$ cat config.mk
export PLATFORM = sky130hd
export DESIGN_NAME = spike_event_arbiter
export DESIGN_NICKNAME = d
export VERILOG_FILES = /design/src/rtl/spike_event_arbiter.sv
export SDC_FILE = /design/constraint.sdc
export NUM_CORES = 1
export LEC_CHECK = 0
export BUFFER_PORTS_ARGS = -buffer_cell sky130_fd_sc_hd__buf_4
export CAP_MARGIN = 25
export CORE_MARGIN = 3
export CORE_UTILIZATION = 40
export DETAILED_ROUTE_END_ITERATION = 16
export PLACE_DENSITY = 0.61
export SYNTH_ARGS = -nofsm -noshare
export SYNTH_HDL_FRONTEND = slang
export SYNTH_SLANG_ARGS = --single-unit
$ cat constraint.sdc
create_clock -name clk -period 4.7 [get_ports clk]
set_clock_uncertainty 0.2 [all_clocks]
set_input_delay 0.94 -clock clk [delete_from_list [all_inputs] [get_ports clk]]
set_output_delay 0.94 -clock clk [all_outputs]
set_load 0.01 [all_outputs]
$ cat src/rtl/spike_event_arbiter.sv
// Captures timestamped spikes from NUM_SRC neurons into per-source slots and
// issues them one at a time through a valid/ready output register, round-robin.
module spike_event_arbiter #(
  parameter  int NUM_SRC = 4,
  parameter  int TS_W    = 8,
  localparam int ID_W    = (NUM_SRC > 1) ? $clog2(NUM_SRC) : 1
) (
  input  logic               clk,
  input  logic               reset,
  input  logic               enable,
  input  logic [NUM_SRC-1:0] spike_in,
  output logic               evt_valid,
  input  logic               evt_ready,
  output logic [ID_W-1:0]    evt_id,
  output logic [TS_W-1:0]    evt_time,
  output logic [NUM_SRC-1:0] pending,
  output logic [NUM_SRC-1:0] overflow,
  output logic [7:0]         drop_count,
  input  logic               clear_ovf
);

  logic [TS_W-1:0]    ts;
  logic [TS_W-1:0]    ts_reg [NUM_SRC];
  logic [ID_W-1:0]    rr_ptr;

  logic               hit_hi, hit_lo, found, load;
  logic [ID_W-1:0]    sel_hi, sel_lo, sel, rr_next;
  logic [NUM_SRC-1:0] load_mask, capture, drop;
  logic [8:0]         drop_num, drop_sum;
  logic [7:0]         drop_base;

  // Round-robin pick: lowest pending index at or above rr_ptr, else the
  // lowest pending index below it (the wrapped part of the search).
  always_comb begin
    // NOTE: every combinational output gets a default first so no path
    // through the block leaves it unassigned and infers a latch.
    hit_hi = 1'b0;
    hit_lo = 1'b0;
    sel_hi = '0;
    sel_lo = '0;
    for (int i = NUM_SRC - 1; i >= 0; i--) begin
      if (pending[i]) begin
        if (i >= int'(rr_ptr)) begin
          hit_hi = 1'b1;
          sel_hi = ID_W'(i);
        end else begin
          hit_lo = 1'b1;
          sel_lo = ID_W'(i);
        end
      end
    end
    found   = hit_hi | hit_lo;
    sel     = hit_hi ? sel_hi : sel_lo;
    rr_next = (sel == ID_W'(NUM_SRC - 1)) ? '0 : sel + 1'b1;
  end

  // A source being loaded this cycle frees its slot, so a spike on it re-captures.
  always_comb begin
    load      = found && (!evt_valid || evt_ready);
    load_mask = load ? (NUM_SRC'(1) << sel) : '0;
    capture   = enable ? (spike_in & (~pending | load_mask)) : '0;
    drop      = enable ? (spike_in & pending & ~load_mask) : '0;
    drop_num  = '0;
    for (int i = 0; i < NUM_SRC; i++) begin
      drop_num = drop_num + 9'(drop[i]);
    end
    drop_base = clear_ovf ? 8'd0 : drop_count;
    drop_sum  = {1'b0, drop_base} + drop_num;
  end

  always_ff @(posedge clk) begin
    // NOTE: all state uses non-blocking assignments so every register sees
    // the pre-edge values of the others, independent of statement order.
    if (reset) begin
      ts         <= '0;
      pending    <= '0;
      overflow   <= '0;
      drop_count <= '0;
      rr_ptr     <= '0;
      evt_valid  <= 1'b0;
      evt_id     <= '0;
      evt_time   <= '0;
      // NOTE: the timestamp slots are reset too; they are a handful of
      // flops, not a RAM, and a stale slot must never reach evt_time.
      for (int i = 0; i < NUM_SRC; i++) ts_reg[i] <= '0;
    end else begin
      if (enable) ts <= ts + 1'b1;
      pending <= (pending & ~load_mask) | capture;
      for (int i = 0; i < NUM_SRC; i++) begin
        if (capture[i]) ts_reg[i] <= ts;
      end
      overflow   <= (clear_ovf ? '0 : overflow) | drop;
      drop_count <= (drop_sum > 9'd255) ? 8'hFF : drop_sum[7:0];
      if (load) begin
        evt_valid <= 1'b1;
        evt_id    <= sel;
        evt_time  <= ts_reg[sel];
        rr_ptr    <= rr_next;
      end else if (evt_ready) begin
        evt_valid <= 1'b0;
      end
    end
  end

endmodule

Word level (Yosys, flattened, before mapping). Memories as Yosys holds them, arrays and structs flattened. A register that Yosys moved wholly into a read port is not among the register bits. Cells that the tools add are included.

Register bits: 29. Memory bits (writable): 32. Input bits: 9. Memories kept: 1.

Memories: ts_reg (depth 4, width 8, read ports 1, clocked after Yosys merged registers in 1, wr ports 4, RTL line 23) `logic [TS_W-1:0] ts_reg [NUM_SRC];`.

$add $sub $neg: 6. Magnitude comparators: 4. Equality and inequality tests: 1. Shift-type cells: 1. Multiplexer cells: 54. Bitwise operators: 14. Reduce and logical (&&, ||, !) cells: 4.

Operators by type and width (count): 8-bit 2-to-1 mux (6); 2-bit 2-to-1 mux (15); 1-bit 2-to-1 mux (29); 4-bit AND (4); 4-bit 2-to-1 mux (4); 4-bit bitwise OR (3); 8-bit by 4-bit adder with 9-bit output (1); 9-bit by 8-bit > comparator with 1-bit output (second input constant) (1); 8-bit by 1-bit adder with 8-bit output (second input constant) (1); 4-bit NOT (2); 1-bit bitwise OR (5); 3-bit by 1-bit adder with 4-bit output (1); 1-bit by 2-bit greater-or-equal comparator with 1-bit output (first input constant) (2); 1-bit by 2-bit << shifter with 4-bit output (first input constant) (1); 2-bit by 1-bit adder with 3-bit output (1); 1-bit by 1-bit adder with 2-bit output (1); 2-bit by 1-bit adder with 2-bit output (second input constant) (1); 2-bit == test (second input constant) (1); 2-bit greater-or-equal comparator (first input constant) (1); 2-bit nonzero test (1); 1-bit logical AND (1); 1-bit zero test (1); 1-bit logical OR (1).

Logic depth before layout (Yosys ltp). Gate-level depths: netlist of the first run.

Depth after elaboration: 19. Depth in mapped cells: 18. Mapped depth without buffers: 16.

Worst setup path before layout of the first run. No wires, ideal clock.

Path kind: in2reg. Start point: in evt_ready. End point: reg drop_count[5]. Library setup time: 0.128 ns. Arrival time: 3.600 ns. Required time: 4.372 ns. Path slack: 0.772 ns. Stages: 13. Buffers on the path: 0. Cells stage by stage: inv_1 a21oi_1 o31ai_1 o21ai_0 nor2_1 fa_1 fa_1 fa_1 inv_1 nor3_1 nand3_1 o21a_1 nor2_1.

Cells in the longest elaborated chain, start to end: 12.

Ends and longest elaborated chain: start: declaration (RTL line 13) `input logic evt_ready,`; 1-bit logical OR (*) (RTL line 59) `load = found && (!evt_valid || evt_ready);`; 1-bit logical AND (*) (RTL line 59); 4-bit 2-to-1 mux (*) (RTL line 60) `load_mask = load ? (NUM_SRC'(1) << sel) : '0;`; 4-bit NOT (*) (RTL line 62) `drop = enable ? (spike_in & pending & ~load_mask) : '0;`; 4-bit AND (*) (RTL line 62); 4-bit 2-to-1 mux (*) (RTL line 62); 1-bit by 1-bit adder with 2-bit output (RTL line 65) `drop_num = drop_num + 9'(drop[i]);`; 2-bit by 1-bit adder with 3-bit output (RTL line 65); 3-bit by 1-bit adder with 4-bit output (*) (RTL line 65); 8-bit by 4-bit adder with 9-bit output (*) (RTL line 68) `drop_sum = {1'b0, drop_base} + drop_num;`; 9-bit by 8-bit > comparator with 1-bit output (RTL line 93) `drop_count <= (drop_sum > 9'd255) ? 8'hFF : drop_sum[7:0];`; 8-bit 2-to-1 mux (*) (RTL line 93); end signal: assignment (RTL line 93); end: declaration (RTL line 18) `output logic [7:0] drop_count,`.

Mark *: on every way between the ends. The rest lies on a longest branch, timed or not. A chain may end at the register's enable or synchronous reset.

Worst setup path after layout of the first run.
Start point: reg rr_ptr[1]. End point: reg drop_count[5].

Cells in the longest elaborated chain, start to end: 19. Elaborated cells on any way between the ends: 41. Those cells by class: add/sub: 4; order compare: 4; shift: 1; mux: 28; bitwise: 3; reduce/logical: 1.

Ends and longest elaborated chain: start: declaration (RTL line 24) `logic [ID_W-1:0] rr_ptr;`; start signal: assignment (RTL line 98) `rr_ptr <= rr_next;`; 2-bit greater-or-equal comparator (RTL line 43) `if (i >= int'(rr_ptr)) begin`; 2-bit 2-to-1 mux / 1-bit 2-to-1 mux (equally long branches) (RTL line 43); 2-bit 2-to-1 mux / 1-bit 2-to-1 mux (equally long branches) (RTL line 42) `if (pending[i]) begin`; 2-bit 2-to-1 mux / 1-bit 2-to-1 mux (equally long branches) (RTL line 43); 2-bit 2-to-1 mux / 1-bit 2-to-1 mux (equally long branches) (RTL line 42); 2-bit 2-to-1 mux / 1-bit 2-to-1 mux (equally long branches) (RTL line 43); 2-bit 2-to-1 mux / 1-bit 2-to-1 mux (equally long branches) (RTL line 42); 2-bit 2-to-1 mux / 1-bit bitwise OR (equally long branches) (RTL line 53, 52); [3 not listed]; 4-bit AND (*) (RTL line 62); 4-bit 2-to-1 mux (*) (RTL line 62); 1-bit by 1-bit adder with 2-bit output (RTL line 65); 2-bit by 1-bit adder with 3-bit output (RTL line 65); 3-bit by 1-bit adder with 4-bit output (*) (RTL line 65); 8-bit by 4-bit adder with 9-bit output (*) (RTL line 68); 9-bit by 8-bit > comparator with 1-bit output (RTL line 93); 8-bit 2-to-1 mux (*) (RTL line 93).

Marked as above.

==> results of run 1 <==
[layer usage]
metal,GRT usage,vias to the layer above,wire [um]
li1,-,1142,-
met1,0.212,1164,3340
met2,0.230,32,3240
met3,0.0296,6,177
met4,0.0497,0,61
met5,0,-,0
[final timing paths]
check / endpoint / slack [ps]
worst max-delay path: drop_count[5] / 530
worst min-delay path: evt_id[0] / 260
worst max register to register: drop_count[5] / 530
worst min register to register: evt_id[0] / 260
[critical path, cell delays in order (launching register included)]
cell      delay, ps
dfxtp_1         460
mux2i_1         220
nor2_1           70
or3_4           400
o311ai_0        500
inv_1           130
fa_1            500
fa_1            460
fa_1            450
inv_1           110
nor3_1           80
nand3_1         240
o21a_1          170
nor2_1           40
[final cells by class]
class,count,area (um^2),share of cell area
clock buffer,14,163,0.0431
clock inverter,2,8.76,0.00232
inverter,11,41.3,0.0109
multi-input combinational,193,1450,0.384
sequential,69,1700,0.450
tap,102,128,0.0338
timing repair buffer,38,285,0.0755
[power breakdown]
| group | leakage [nW] | internal [mW] | switching (mW) | total (mW) |
|---|---|---|---|---|
| clock | 0.0881 | 0.219 | 0.211 | 0.430 |
| combinational | 0.617 | 0.0728 | 0.107 | 0.180 |
| sequential | 0.642 | 0.663 | 0.0241 | 0.687 |
| total | 1.35 | 0.954 | 0.343 | 1.30 |
[stage by stage]
step           worst slack [ps]   util  power [mW]  cell area (um^2)  hold WS [ps]
6_report                    532  0.479        1.30              3780           261
5_1_grt                     181  0.479        1.36              3780           292
4_1_cts                     506  0.479        1.31              3780           264
3_5_place_dp                355  0.457       0.881              3610           252
3_3_place_gp                455  0.457       0.877              3610           245
2_1_floorplan               772      -       0.821              3300           245
[layout by cell type (no fill, tap or decap), types with 6 or more instances in the layout]
master / synthesis / layout
nor2_1: 17 / 17
and2_1: 9 / 9
buf_4: 0 / 38
o221ai_1: 7 / 7
clkbuf_8: 0 / 11
inv_1: 10 / 10
nand2_1: 18 / 18
nor4b_2: 11 / 11
a21oi_1: 21 / 21
edfxtp_1: 32 / 32
dfxtp_1: 37 / 37
mux2i_1: 18 / 18
nor4b_1: 14 / 14
nand3b_1: 8 / 8
xnor2_1: 6 / 6
[logic make-up after synthesis]
| group | Yosys count | share of synthesized area |
|---|---|---|
| AO/OA/AOI/OAI | 53 | 0.110 |
| XOR/XNOR | 10 | 0.0265 |
| adder cells (fa/ha/maj) | 6 | 0.0296 |
| buffers and inverters | 32 | 0.0451 |
| flip-flops | 69 | 0.516 |
| multiplexers | 18 | 0.0546 |
| AND/OR/NAND/NOR | 106 | 0.218 |
==> impl_results.md, run 1 <==
* Largest fanout on the critical path at 7
* I/O pins at 36
* Post-Synthesis Cells at around 290
* Port Buffers at 35
* Final setup fails at 0
* Worst reg2reg path startpoint: rr_ptr[1]
* Starting Density at 0.418
* Distinct cell type count after synthesis at 45
* Top cells by area, synth: edfxtp_1, dfxtp_1, mux2i_1
* Critical path launch point type: flip-flop
* Fin nets at roughly 340
* First-pass GRT wire length at 11.6 mm
* Pwr/cell area at around 340 nW/um^2
* Core Footprint at between 7000 and 8000 um^2
* Post-DRT Antenna Nets at 0
* Post-Route Setup TNS at 0 ps
* Register area share after synthesis at 0.516
* Worst min path class: reg2reg
* N_diodes at 0
* Fin crit share at 0.887
* CP Data Required Time at about 4700 ps
* Peak supply drop at 129 uV
* Hold violation count in the final report at 0
* Largest net degree at the start of global routing at 71
* Initial DRC count at approximately 110
* Gpl congestion at 0.780
* Syn Nets at approximately 310
* Avg WL per Cell at about 16 um
* Synthesized area per cell at roughly 11 um^2
* Cell taking the most area after synthesis: edfxtp_1
* Outcome: finished clean
* Post-CTS resize count at 0
* Layout fillers at a little over 700
* RSZ-0062 raised after global routing: no
* Crit path from: rr_ptr[1]
* Die height at about 97 um
* Kind of critical path: reg2reg
* Initial antenna violation count at 0
* Root Driver: clkbuf_8
* Total Routing Usage GR at 0.150
* LEAKAGE at roughly 1.3 nW
* Clock insertion delay at the later pin of the skew report at 330 ps
* Via count at roughly 2300
* Maxcap violations at 0
* Max clock buf depth at 2
* Top-count cell post-synth: dfxtp_1
* Top-area cell type share of the netlist area at 0.291
* Hold Crit Depth at 2
* CP Capture Type: flip-flop
* Worst EP arrival at between 4000 and 5000 ps
* GR Overflow Total at 0
* Clock transition at path regs at approximately 80 ps
* Yosys Warn Count at 0
* Top FF cell, synth: dfxtp_1
* Postcts setup bufs at 0
* Die ar. at about 9400 um^2
* Die Wd at approximately 97 um
* Largest register FFs at 40
* HPWL Detailed at ~4.7 mm
* # H-tree levels at 3
* Min-delay src: evt_id[0]
* Mapped Area at 3300 um^2
* Num rows at 32
* F_max at approximately 240 MHz
* CTS tree: built
* Relative slew slack at 0.385
* Hold buffers post-CTS at 0
* Actual slew at the worst max-slew pin at about 920 ps
* Post-placement cell count at 413
* #FFs+latches synth at 69
* Final Max Slew Viols at 0
* Drt drc at 0
* Share of post-route cells with drive strength above 1 at 0.205
* DR vias/cell at approximately 5.5
* Worst reg2reg path depth at 13
* Post-synth EDFFs at 32
* DRT Pass-1 Iters at 4
* Area added between synthesis and finish at 14.4%
* Fin cells at about 430
* Most instantiated cells after synthesis: dfxtp_1, edfxtp_1, a21oi_1
* Vias in the first global route at between 2000 and 2500
* TritonCTS Buffers at 9
* Crit path time final at about 4200 ps
* FFs w/ async S/R, synth at 0
* Routed wire length at 6.82 mm
* # clock sinks at 69
Note: power is estimated with default switching activity, not from simulation.
==> run 2: changes to the inputs <==
CORE_UTILIZATION = 52   (was 40)
PLACE_DENSITY = 0.75   (was 0.61)
==> impl_results.md, run 2 (same netlist as run 1, synthesis figures left out) <==
* Outcome: finished clean (unchanged)
* Avg WL per Cell at 17.0 um (was 15.9 um)
* Maxcap violations at 0 (unchanged)
* Post-route worst setup slack at 417 ps (was 532 ps)
* HPWL Detailed at 4.60 mm (was 4.74 mm)
* Final non-filler cell area at 3740 um^2 (was 3780 um^2)
* Kind of critical path: reg2reg (unchanged)
* Port Buffers at 35 (unchanged)
* # clock sinks at 69 (unchanged)
* Clock share of power at 0.331 (was 0.332)
* Fin crit share at 0.911 (was 0.887)
* N_diodes at 0 (unchanged)
* Hold violation count in the final report at 0 (unchanged)
* # H-tree levels at 3 (unchanged)
* Initial antenna violation count at 0 (unchanged)
* Post-CTS resize count at 0 (unchanged)
* Post-Route Setup TNS at 0 ps (unchanged)
* NetSw at 0.339 mW (was 0.343 mW)
* TritonCTS Buffers at 9 (unchanged)
* Largest net degree at the start of global routing at 71 (unchanged)
* Die height at 85.7 um (was 96.8 um)
* Final Max Slew Viols at 0 (unchanged)
* CTS tree: built (unchanged)
* Post-placement cell area at 3570 um^2 (was 3610 um^2)
* Die Wd at 85.7 um (was 96.8 um)
* Initial DRC count at 164 (was 109)
* Hold buffers post-CTS at 0 (unchanged)
* Peak supply drop at 186 uV (was 129 uV)
* Postcts setup bufs at 0 (unchanged)
* Post-DRT Antenna Nets at 0 (unchanged)
* Largest register FFs at 40 (unchanged)
* I/O pins at 36 (unchanged)
* Total Routing Usage GR at 0.199 (was 0.150)
* GR Overflow Total at 0 (unchanged)
* CP Data Required Time at 4690 ps (about the same)
* Sequential Power Share at 0.530 (was 0.529)
* Root Driver: clkbuf_8 (unchanged)
* Die ar. at 7340 um^2 (was 9380 um^2)
* Commonest non-fill, non-tap cell in the layout: buf_4 (unchanged)
* Worst min path class: reg2reg (unchanged)
* Via count at 2294 (was 2344)
* Worst EP arrival at 4280 ps (was 4160 ps)
* Max clock buf depth at 2 (unchanged)
* P_int at 0.956 mW (was 0.954 mW)
* Critical path launch point type: flip-flop (unchanged)
* Drt drc at 0 (unchanged)
* DR vias/cell at 5.71 (was 5.46)
* First-pass GRT wire length at 11.2 mm (was 11.6 mm)
* F_max at 233 MHz (was 240 MHz)
* Routed wire length at 6.85 mm (was 6.82 mm)
* Final setup fails at 0 (unchanged)
* Largest fanout on the critical path at 14 (was 7)
* Vias in the first global route at 2267 (was 2301)
* Clock transition at path regs at 70 ps (was 80 ps)
* Fin nets at 337 (unchanged)
* Area added between synthesis and finish at 13.4% (was 14.4%)
* Logic gate share of total power at 0.139 (about the same)
* Starting Density at 0.548 (was 0.418)
* Clock insertion delay at the later pin of the skew report at 330 ps (about the same)
* Core Footprint at 6030 um^2 (was 7890 um^2)
* Switch share at 0.262 (was 0.264)
* Gpl congestion at 0.808 (was 0.780)
* Pre-CTS WS at 348 ps (was 355 ps)
* Overall Power at 1.30 mW (about the same)
* RSZ-0062 raised after global routing: no (unchanged)
* Crit path time final at 4280 ps (was 4170 ps)
* Pwr/cell area at 346 nW/um^2 (was 343 nW/um^2)
* Actual slew at the worst max-slew pin at 947 ps (was 917 ps)
* DRT Pass-1 Iters at 4 (unchanged)
* LEAKAGE at 1.35 nW (about the same)
* Num rows at 28 (was 32)
* Share of post-route cells with drive strength above 1 at 0.205 (unchanged)
* CP Capture Type: flip-flop (unchanged)
* Commonest non-fill, non-tap cells in the layout: buf_4, dfxtp_1, edfxtp_1 (unchanged)
* Relative slew slack at 0.365 (was 0.385)
==> run 2: cell count changes in the layout (fill, tap and decap cells not counted) <==
cell	previous run	this run
clkinv_1	1	0
clkbuf_1	3	4
==> run 2: power by group through the flow <==
stage	registers, mW	logic (mW)	clock network, mW
floorplan	0.699	0.122	0
global placement	0.699	0.177	0
detailed placement	0.700	0.179	0
CTS	0.687	0.181	0.436
global route	0.691	0.197	0.463
finish	0.687	0.180	0.429
==> run 2: layout make-up <==
type | instances | area [um^2]
inverters | 11 | 41.3
multi-input cells | 193 | 1450
fillers | 493 | 2280
well taps | 75 | 93.8
clock inverters | 1 | 5.00
repair buffers | 38 | 285
flip-flops and latches | 69 | 1700
clock buffers | 15 | 166
==> run 2: path summary, 6_finish.rpt <==
check / depth (start not counted) / start / to / slack (ps)
min: 2 / evt_id[0] / evt_id[0] / 260
min reg2reg: 2 / evt_id[0] / evt_id[0] / 260
max reg2reg: 14 / pending[0] / drop_count[7] / 420
max: 14 / pending[0] / drop_count[7] / 420
==> run 2: metal layers <==
layer,global-route usage,up-vias,part of all wire
met3,0.0375,8,0.038
met4,0.0978,0,0.013
met1,0.268,1086,0.48
met2,0.307,58,0.47
met5,0,-,0
li1,-,1142,-
==> run 2: stage by stage <==
stage,util,hold WS [ps],instances
after floorplan,-,245,294
after global placement,0.593,243,386
after detailed placement,0.593,247,386
after CTS,0.621,257,402
after global routing,0.621,309,402
final,0.621,258,402
==> run 2: worst max-delay path: stages (launching register included) <==
cell and delay (ps):
dfxtp_1 500, a21oi_1 120, o21a_1 180, o22ai_2 210
inv_2 190, o311ai_0 530, inv_1 130, fa_1 500
fa_1 460, fa_1 460, inv_1 130, nor3_1 90
nand3_1 250, o21a_1 170, nor2_1 30
==> run 3: changes to the inputs <==
CELL_PAD_IN_SITES_DETAIL_PLACEMENT = 2   (was default)
CELL_PAD_IN_SITES_GLOBAL_PLACEMENT = 2   (was default)
CORE_UTILIZATION = 39   (was 52)
PLACE_DENSITY = 0.83   (was 0.75)
RECOVER_POWER = 25   (was default)
==> impl_results.md, run 3 (same netlist as run 1, synthesis figures left out) <==
* Die Wd at 98.0 um (was 85.7 um)
* Hold buffers post-CTS at 0 (unchanged)
* Total Routing Usage GR at 0.210 (was 0.199)
* First-pass GRT wire length at 15.8 mm (was 11.2 mm)
* TritonCTS Buffers at 9 (unchanged)
* Gpl congestion at 0.749 (was 0.808)
* Worst reg2reg path startpoint: rr_ptr[1] (was pending[0])
* Core Footprint at 7970 um^2 (was 6030 um^2)
* Final Max Slew Viols at 0 (unchanged)
* CP Capture Point: drop_count[7] (unchanged)
* Fin nets at 338 (was 337)
* # H-tree levels at 3 (unchanged)
* I/O pins at 36 (unchanged)
* Worst reg2reg path depth at 16 (was 14)
* Clock insertion delay at the later pin of the skew report at 350 ps (was 330 ps)
* Max clock buf depth at 2 (unchanged)
* Max incr delay on CP at 480 ps (was 530 ps)
* Actual slew at the worst max-slew pin at 822 ps (was 947 ps)
* CP Data Required Time at 4710 ps (was 4690 ps)
* F_max at 233 MHz (about the same)
* Post-placement cell area at 3610 um^2 (was 3570 um^2)
* Area added between synthesis and finish at 13.9% (was 13.4%)
* Clock transition at path regs at 80 ps (was 70 ps)
* Vias in the first global route at 2775 (was 2267)
* Levels on crit path at 16 (was 14)
* Largest register FFs at 40 (unchanged)
* Via count at 2487 (was 2294)
* Outcome: finished clean (unchanged)
* Post-route worst setup slack at 415 ps (was 417 ps)
* Post-DRT Antenna Nets at 0 (unchanged)
* Num rows at 32 (was 28)
* CTS tree: built (unchanged)
* Critical path launch point type: flip-flop (unchanged)
* Commonest non-fill, non-tap cells in the layout: dfxtp_1, edfxtp_1, clkbuf_1 (was buf_4, dfxtp_1, edfxtp_1)
* Worst path cell trace: a21oi_1, o21a_1, o22ai_2, inv_2, ha_1, nand2_1, nand2_1, nor2_1, fa_1, fa_1, fa_1, inv_1, nor3_1, nand3_2, o21a_1, nor2_1 (was a21oi_1, o21a_1, o22ai_2, inv_2, o311ai_0, inv_1, fa_1, fa_1, fa_1, inv_1, nor3_1, nand3_1, o21a_1, nor2_1)
* Hold violation count in the final report at 0 (unchanged)
* Avg WL per Cell at 22.3 um (was 17.0 um)
* HPWL Detailed at 6.30 mm (was 4.60 mm)
* GR Overflow Total at 0 (unchanged)
* Worst min path class: reg2reg (unchanged)
* Commonest non-fill, non-tap cell in the layout: dfxtp_1 (was buf_4)
* Initial DRC count at 110 (was 164)
* Routed wire length at 9.59 mm (was 6.85 mm)
* RSZ-0062 raised after global routing: no (unchanged)
* Largest delay share family, worst path: adder cells (unchanged)
* Kind of critical path: reg2reg (unchanged)
* Final setup fails at 0 (unchanged)
* Share of post-route cells with drive strength above 1 at 0.159 (was 0.205)
* Crit path from: rr_ptr[1] (was pending[0])
* Root Driver: clkbuf_8 (unchanged)
* DRT Pass-1 Iters at 4 (unchanged)
* Slowest CP cell: dfxtp_1 (was o311ai_0)
* Initial antenna violation count at 0 (unchanged)
* Maxcap violations at 0 (unchanged)
* CP Capture Type: flip-flop (unchanged)
* Drt drc at 0 (unchanged)
* # clock sinks at 69 (unchanged)
* Crit path time final at 4290 ps (was 4280 ps)
* R2R Setup Slk at 410 ps (was 420 ps)
* Starting Density at 0.414 (was 0.548)
* N_diodes at 0 (unchanged)
* Pre-CTS WS at 216 ps (was 348 ps)
* Relative slew slack at 0.451 (was 0.365)
* Fin crit share at 0.912 (was 0.911)
* DR vias/cell at 5.78 (was 5.71)
* Pwr/cell area at 381 nW/um^2 (was 346 nW/um^2)
* Die ar. at 9600 um^2 (was 7340 um^2)
* Overall Power at 1.43 mW (was 1.30 mW)
* LEAKAGE at 1.28 nW (was 1.35 nW)
* Largest fanout on the critical path at 13 (was 14)
* Critical path buffers and inverters at 2 (was 3)
* Post-Route Setup TNS at 0 ps (unchanged)
* Largest net degree at the start of global routing at 71 (unchanged)
* Worst EP arrival at 4300 ps (was 4280 ps)
* Port Buffers at 35 (unchanged)
* Final non-filler cell area at 3760 um^2 (was 3740 um^2)
* Most frequent CP cell: fa_1 (unchanged)
* FF-to-FF End: drop_count[7] (unchanged)
* Die height at 98.0 um (was 85.7 um)
* Peak supply drop at 190 uV (was 186 uV)
run 3: changes by cell type in the layout (fill, tap and decap cells not counted):
cell        before  now
clkbuf_1         4   22
clkbuf_8        11    9
nand3_1          3    2
inv_6            0    1
nand3_2          0    1
o311ai_0         1    0
o311ai_1         0    1
dfxtp_2          0    1
clkinvlp_4       0    2
bufinv_16        0    2
dfxtp_1         37   36
buf_4           38   17
clkinv_4         0    1
run 3: worst min-delay path, delay by kind of cell, from the launching register on:
kind            cells  cell delay, ps
flops               1             310
simple gates        1              50
compound gates      1              50
run 3: stage by stage:
step / util / cells / hold slack [ps]
after floorplan: - / 294 / 245
after global placement: 0.454 / 414 / 244
after detailed placement: 0.454 / 414 / 258
after CTS: 0.481 / 430 / 270
after global routing: 0.472 / 430 / 302
final: 0.472 / 430 / 262
run 3: timing repair:
action	CTS	global route
gates resized for setup	0	4
endpoints found under the hold margin	0	0
buffers inserted	0	0
endpoints found under the setup margin	0	7
run 3: report_power, final:
group | switching (mW) | internal [mW]
combinational | 0.120 | 0.0625
sequential | 0.0285 | 0.663
clock | 0.259 | 0.301
total | 0.407 | 1.03
run 3: routing by layer:
layer,global-route usage,vias to the layer above,wire [um]
li1,-,1138,-
met2,0.364,43,5020
met1,0.264,1293,4110
met5,0,-,0
met3,0.0536,13,320
met4,0.0490,0,138
run 3: how the worst min path moves through the flow:
stage,cells past startpoint,startpoint,end,slack [ps]
floorplan,2,rr_ptr[0],rr_ptr[0],250
global placement,2,evt_id[0],evt_id[0],240
detailed placement,2,evt_id[0],evt_id[0],260
CTS,2,evt_id[0],evt_id[0],270
global route,2,evt_id[0],evt_id[0],300
finish,2,evt_id[0],evt_id[0],260
run 3: area by class of cell:
cell class                      count  area (um^2)
Sequential cell                    69         1700
Multi-Input combinational cell    193         1460
Timing Repair Buffer               39          210
Clock buffer                        9          124
Clock inverter                      7         97.6
Tap cell                          102          128
Inverter                           11         41.3
Fill cell                         830         4210
